**config.mk**
```make
export PLATFORM = sky130hd
export DESIGN_NAME = fifo_wr_arbiter
export DESIGN_NICKNAME = d
export VERILOG_FILES = /design/src/rtl/fifo_wr_arbiter.sv
export SDC_FILE = /design/constraint.sdc
export NUM_CORES = 1
export LEC_CHECK = 0
export ABC_CLOCK_PERIOD_IN_PS = 2100
export CAP_MARGIN = 10
export CORE_AREA = 2 2 64 48
export CTS_CLUSTER_DIAMETER = 40
export DETAILED_ROUTE_END_ITERATION = 8
export DIE_AREA = 0 0 66 50
export GPL_TIMING_DRIVEN = 0
export PLACE_DENSITY_LB_ADDON = 0.15
export SLEW_MARGIN = 10
export SYNTH_ARGS = -nofsm -noshare
export SYNTH_HDL_FRONTEND = slang
export SYNTH_SLANG_ARGS = --single-unit
```
**constraint.sdc**
```tcl
create_clock -name wclk -period 2.1 [get_ports wclk]
set_clock_uncertainty 0.05 [all_clocks]
set_input_delay 0.42 -clock wclk [delete_from_list [all_inputs] [get_ports wclk]]
set_output_delay 0.42 -clock wclk [all_outputs]
set_load 0.1 [all_outputs]
```
**src/rtl/fifo_wr_arbiter.sv**
```systemverilog
// Round-robin arbiter in front of the async-FIFO write port (wclk domain).
// Optional almost-full gating of new grants: FIFO_WARB_AFULL_EN.
module fifo_wr_arbiter #(
  parameter int NREQ  = 4,
  parameter int DSIZE = 8,
  parameter int BURST = 4
) (
  input  logic                  wclk,
  input  logic                  wrst,
  input  logic [NREQ-1:0]       req,
  input  logic [NREQ*DSIZE-1:0] req_data,
  input  logic                  wfull,
`ifdef FIFO_WARB_AFULL_EN
  input  logic                  afull,
`endif
  output logic [NREQ-1:0]       ready,
  output logic [NREQ-1:0]       gnt,
  output logic                  winc,
  output logic [DSIZE-1:0]      wdata,
  output logic                  busy
);

  localparam int PW = (NREQ > 1) ? $clog2(NREQ) : 1;
  localparam int BW = $clog2(BURST + 1);
  localparam logic [PW-1:0] LAST_IDX  = PW'(NREQ - 1);
  localparam logic [BW-1:0] LAST_BEAT = BW'(BURST - 1);

  typedef enum logic {
    S_IDLE,
    S_GRANT
  } state_t;

  state_t          r_state;
  logic [NREQ-1:0] r_gnt;
  logic [PW-1:0]   r_ptr;
  logic [PW-1:0]   r_gidx;
  logic [BW-1:0]   r_bcnt;

  logic            w_any;
  logic [PW-1:0]   w_sel;
  logic [NREQ-1:0] w_onehot;
  logic            w_grant_ok;
  logic            w_req_g;
  logic            w_winc;
  logic [PW-1:0]   w_next_ptr;

  // Search for the first active requester at or after r_ptr, wrapping
  always_comb begin
    int j;
    j     = 0;
    w_any = 1'b0;
    w_sel = '0;
    for (int k = 0; k < NREQ; k++) begin
      j = int'(r_ptr) + k;
      if (j >= NREQ) j = j - NREQ;
      if (!w_any && req[j]) begin
        w_any = 1'b1;
        w_sel = PW'(j);
      end
    end
  end

  assign w_onehot = NREQ'(1) << w_sel;

`ifdef FIFO_WARB_AFULL_EN
  assign w_grant_ok = w_any & ~afull;
`else
  assign w_grant_ok = w_any;
`endif

  assign w_req_g    = req[r_gidx];
  assign w_winc     = (r_state == S_GRANT) & w_req_g & ~wfull;
  assign w_next_ptr = (r_gidx == LAST_IDX) ? '0 : r_gidx + 1'b1;

  assign winc  = w_winc;
  assign gnt   = r_gnt;
  assign busy  = (r_state == S_GRANT);
  assign ready = ((r_state == S_GRANT) && !wfull) ? r_gnt : '0;
  assign wdata = (r_gnt == '0) ? '0 : req_data[r_gidx*DSIZE +: DSIZE];

  // Grant FSM: issue grant in IDLE, count beats and release in GRANT
  always_ff @(posedge wclk or posedge wrst) begin
    if (wrst) begin
      r_state <= S_IDLE;
      r_gnt   <= '0;
      r_ptr   <= '0;
      r_gidx  <= '0;
      r_bcnt  <= '0;
    end else begin
      unique case (r_state)
        S_IDLE: begin
          if (w_grant_ok) begin
            r_gnt   <= w_onehot;
            r_gidx  <= w_sel;
            r_bcnt  <= '0;
            r_state <= S_GRANT;
          end
        end
        S_GRANT: begin
          if (!w_req_g || (w_winc && r_bcnt == LAST_BEAT)) begin
            r_gnt   <= '0;
            r_bcnt  <= '0;
            r_ptr   <= w_next_ptr;
            r_state <= S_IDLE;
          end else if (w_winc) begin
            r_bcnt <= r_bcnt + 1'b1;
          end
        end
      endcase
    end
  end

endmodule

```
# --- After elaboration in Yosys (flattened, before gate mapping) ---
# Index checks and enable logic that the tools add are counted.
totals:
  word_cells: 89
  out_inout_bits: 18
  regBits: 12
op_classes:
  muxes: 39
  add_sub_neg: 9
  magnitude_cmp: 9
  bitwise_logic: 4
  shift: 2
  eq_ne: 5
  reduce_logical: 16
ops:
  columns: ["cell", "count"]
  rows:
  - ["$lt 32x4->1 const B", 4]
  - ["$mux 32", 4]
  - ["$shiftx 32x6->8", 1]
  - ["$mux 1", 15]
  - ["$mux 4", 3]
  - ["$sub 3x3->4 const B", 3]
  - ["$bmux 1 s2", 5]
  - ["$mux 2", 5]
  - ["$ge 3x3->1 const B", 3]
  - ["$mux 3", 3]
  - ["$mux 8", 1]
  - ["$pmux 4 s2", 1]
  - ["$reduce_and 2->1", 4]
  - ["$add 2x2->3 const B", 2]
  - ["$pmux 3 s2", 1]
  - ["$logic_and 1x1->1", 5]
  - ["$logic_not 1->1", 5]
  - ["$logic_not 4->1", 1]
  - ["$shl 1x2->4 const A", 1]
  - ["$sub 2x3->4 const B", 1]
  - ["$add 2x1->3 const B", 1]
  - ["$add 3x1->3 const B", 1]
  - ["$eq 3x2->1 const B", 1]
  - ["$ge 2x3->1 const B", 1]
  - ["10 further kinds", 12]

# --- Longest topological paths before layout ---
depth:
  word_depth: 18
  depth_mapped: 6

# --- Worst setup path after synthesis ---
# No wires, ideal clock.
synth_timing:
  path_kind: "register to output"
  start: "register r_gnt[0] (netlist: gnt[0])"
  end: "output port wdata[0]"
  n_path_buf: 0
  t_arrival_ns: 2.624
  required_ns: 1.630
  path_stages_with_launch: 3
  slack_ns: -0.994
  path_cell_list: "dfrtp_1 -> nor4_1 -> nor2b_1"
synth_between:
  elab_chain_cells: 2
synth_rtl:
  columns: ["item", "line_no", "source"]
  rows:
  - ["from (decl)", "34", "logic [NREQ-1:0] r_gnt;"]
  - ["from (signal assigned)", "93", "r_gnt <= w_onehot;"]
  - ["$logic_not 4->1", "79", "assign wdata = (r_gnt == '0) ? '0 : req_data[r_gidx*DSIZE +: DSIZE];"]
  - ["$mux 8", "79", null]
  - ["to (decl)", "19", "output logic [DSIZE-1:0] wdata,"]
# No other way between the ends.

# --- Final worst setup path ---
layout_timing:
  start: "register r_gidx[0]"
  end: "output port winc"
layout_between:
  elab_chain_cells: 4
layout_rtl:
  columns: ["item", "line_no", "source"]
  rows:
  - ["from (decl)", "36", "logic [PW-1:0] r_gidx;"]
  - ["from (signal assigned)", "94", "r_gidx <= w_sel;"]
  - ["$bmux 1 s2", "71", "assign w_req_g = req[r_gidx];"]
  - ["$mux 1 (not written as such)", "71", null]
  - ["$and 1x1->1 (2 in series)", "72", "assign w_winc = (r_state == S_GRANT) & w_req_g & ~wfull;"]
  - ["to (decl)", "18", "output logic winc,"]
# No other way between the ends. The select of a mux whose other input is x is not followed.

==> metrics.txt <==
run status finished with violations; violations in the final reports setup timing; Seq. cell area 309.0 sq um; Total Die Area 3300 sq um; Worst EP required 1630 ps; Period minus WS final 2196 ps; Post-Syn Nets 129; multiplexer fraction of the synthesized cell area 0.2549; xor-xnor portion of the synthesized cell area 0; area of the core 2683 sq um; number of port buffers 56; number of vias after detailed routing 965; # nets final 199; maximum operating frequency 455.3 MHz; insertion delay of the later-clocked pin in the worst-skew pair 240 ps; number of nets with antenna violations after routing 0; Hold Buf Count CTS 0; post-synthesis instance total 87; Ant. Diodes 0; average size of a mapped cell 11.00 sq um; Critical Path Start Type flip-flop; clock edge transition at the registers on the reported setup and hold paths 60 ps; CTS Sinks 12; critical setup path kind flip-flop to primary output; Register-to-Register Path Depth 7; count of maximum capacitance violations 0; overall global routing resource usage 0.2161; Crit path arrival time 1730 ps; synthesized cell area 957.2 sq um; Synth Area in Compound Gates 0.1190; reg2reg setup slack 190 ps; Cells after DPL 179; sequential-to-total area share from yosys stat 0.3137; standard-cell rows 16; number of hold-slack violations in the final timing report 0; critical path peak fanout 2; period utilization 1.046; antenna violations before repair 0; Starting Density 0.3568; synthesis-stage register bit count 12; Detailed Place HPWL 2229 um; overall die width 66 um; die outline height 50 um; Setup Slack @ Placement -1098 ps; root buffer cell sky130_fd_sc_hd__clkbuf_8; number of global-route vias before repair 1066; Critical Path End Type primary output; Most Used Layer, Global Route met2; area of combinational cells with multiple inputs 698.2 sq um; Hold Slack 433.4 ps; simple-gate portion of the synthesized area 0.2275; Num CTS Buffers 3; Pre-antenna DRT Iters 4; largest family of logic cells by synthesized area multiplexers; Worst Hold Class flip-flop to flip-flop; final number of max-transition violations 0; mean number of vias per cell 5.026; unrepaired setup endpoints after global routing yes; post-synth cell types 29; TritonCTS clock tree done; synthesis-to-finish area growth 97.25%; Post-Route WL 3095 um; max-slew headroom at the worst pin 0.3664; H-tree depth 1; Cells on Worst Hold Path 2; Fillers 195; met2 demand-to-capacity share in global routing 0.3721; YS warnings 0; total global routing overflow 0; global-route wire length before repair 5250 um; most used cells in the layout excluding fill and tap cells sky130_fd_sc_hd__clkdlybuf4s50_1 (34), sky130_fd_sc_hd__buf_4 (10), sky130_fd_sc_hd__mux4_2 (9), sky130_fd_sc_hd__dlygate4sd2_1 (9), sky130_fd_sc_hd__buf_12 (9); met3 usage 0.05251; adder-cell area share of the yosys netlist 0.03922; pin count of the biggest net entering global routing 13; slew at the pin with the worst max-slew slack 954.2 ps; global routing met1 resource utilization 0.2771; CTS Buffer Depth 2; Detailed Route Iter0 Violations 54; Setup WS post-layout -96.13 ps; commonest non-fill, non-tap cell in the layout sky130_fd_sc_hd__clkdlybuf4s50_1; number of cells in the finished layout apart from fillers 192; last weighted congestion value of the routability-driven placer 0.8078; io pins 57; Residual DRC 0; fraction of final layout cells with drive strength greater than 1 0.4231; average routed wire per standard cell 16.12 um; setup violators final 9
-- state kept, by name (all words and copies together) (netlist names) --
name	count
gnt	4
r_bcnt	3
r_gidx	2
r_ptr	2
busy	1
-- routing by layer --
layer	up-vias	wire length [um]
met3	2	145
li1	472	-
met2	30	1644
met1	461	1290
met4	0	14
met5	-	0
-- critical path, stage by stage, from the launching register on --
cell,delay (ps)
sky130_fd_sc_hd__dfrtp_1,370
sky130_fd_sc_hd__buf_6,120
sky130_fd_sc_hd__buf_6,90
sky130_fd_sc_hd__mux4_2,540
sky130_fd_sc_hd__nand2_4,100
sky130_fd_sc_hd__clkinvlp_4,90
sky130_fd_sc_hd__buf_12,170
-- logic make-up after synthesis --
kind of cell	count (synthesis)
AND/OR/NAND/NOR	38
AO/OA/AOI/OAI	15
multiplexers	12
flip-flops	12
buffers and inverters	7
adder cells (fa/ha/maj)	3
-- final timing paths --
check / startpoint / to
max reg2reg: r_gidx[0]$_DFFE_PP0P_ / r_ptr[1]$_DFFE_PP0P_
max: r_gidx[0]$_DFFE_PP0P_ / winc
min: r_bcnt[1]$_DFFE_PP0P_ / r_bcnt[1]$_DFFE_PP0P_
max in group asynchronous: wrst / gnt[2]$_DFFE_PP0P_
min reg2reg: r_bcnt[1]$_DFFE_PP0P_ / r_bcnt[1]$_DFFE_PP0P_
min in group asynchronous: wrst / r_ptr[1]$_DFFE_PP0P_
-- stage by stage --
step           utilization  TNS, ps  instance area, sq um
5_1_grt             0.7038   -866.0                  1888
4_1_cts             0.7001   -476.7                  1878
6_report            0.7038   -412.2                  1888
3_3_place_gp        0.6133   -11010                  1645
2_1_floorplan            -   -660.7                  1040
3_5_place_dp        0.6133   -11140                  1645
-- cells in the mapped netlist --
cell type / n / area (sq um)
sky130_fd_sc_hd__dfrtp_1: 12 / 300.3
sky130_fd_sc_hd__mux4_2: 9 / 202.7
sky130_fd_sc_hd__nor2b_1: 7 / 43.79
sky130_fd_sc_hd__nand2_1: 6 / 22.52
sky130_fd_sc_hd__and2_1: 5 / 31.28
sky130_fd_sc_hd__inv_1: 5 / 18.77
sky130_fd_sc_hd__and2b_1: 3 / 22.52
sky130_fd_sc_hd__ha_1: 3 / 37.54
sky130_fd_sc_hd__nand2_2: 3 / 18.77
sky130_fd_sc_hd__nand2b_1: 3 / 18.77
sky130_fd_sc_hd__nor2_1: 3 / 11.26
sky130_fd_sc_hd__o21ai_0: 3 / 15.01
sky130_fd_sc_hd__a21oi_1: 2 / 10.01
sky130_fd_sc_hd__a32o_1: 2 / 20.02
sky130_fd_sc_hd__mux2_4: 2 / 30.03
sky130_fd_sc_hd__nand3_1: 2 / 10.01
sky130_fd_sc_hd__nand4_1: 2 / 12.51
sky130_fd_sc_hd__nor4_1: 2 / 12.51
sky130_fd_sc_hd__o2bb2ai_1: 2 / 17.52
sky130_fd_sc_hd__o31ai_1: 2 / 15.01
sky130_fd_sc_hd__a21o_1: 1 / 7.510
sky130_fd_sc_hd__a22o_2: 1 / 10.01
sky130_fd_sc_hd__and2_2: 1 / 7.510
sky130_fd_sc_hd__buf_6: 1 / 11.26
sky130_fd_sc_hd__clkbuf_8: 1 / 13.76
sky130_fd_sc_hd__mux2_2: 1 / 11.26
sky130_fd_sc_hd__o32a_1: 1 / 10.01
sky130_fd_sc_hd__o32ai_1: 1 / 8.760
sky130_fd_sc_hd__or3_1: 1 / 6.260
-- timing repair --
item | 4_1_cts | 5_1_grt
pin swaps | 1 | 0
resized for setup | 119 | 2
cloned | 1 | 0
setup endpoints to repair | 18 | 13
setup buffers | 8 | 0
-- layout make-up --
cell class                      count  share of cell area
Buffer                              2             0.01524
Sequential cell                    12              0.1637
Inverter                            5             0.01193
Multi-Input combinational cell     68              0.3698
Tap cell                           36             0.02386
Timing Repair Buffer               65              0.3863
Clock buffer                        4             0.02916
Power is left out: the tool's default activity adds up to more than one toggle a clock period on the data nets, which glitch-free logic cannot reach.
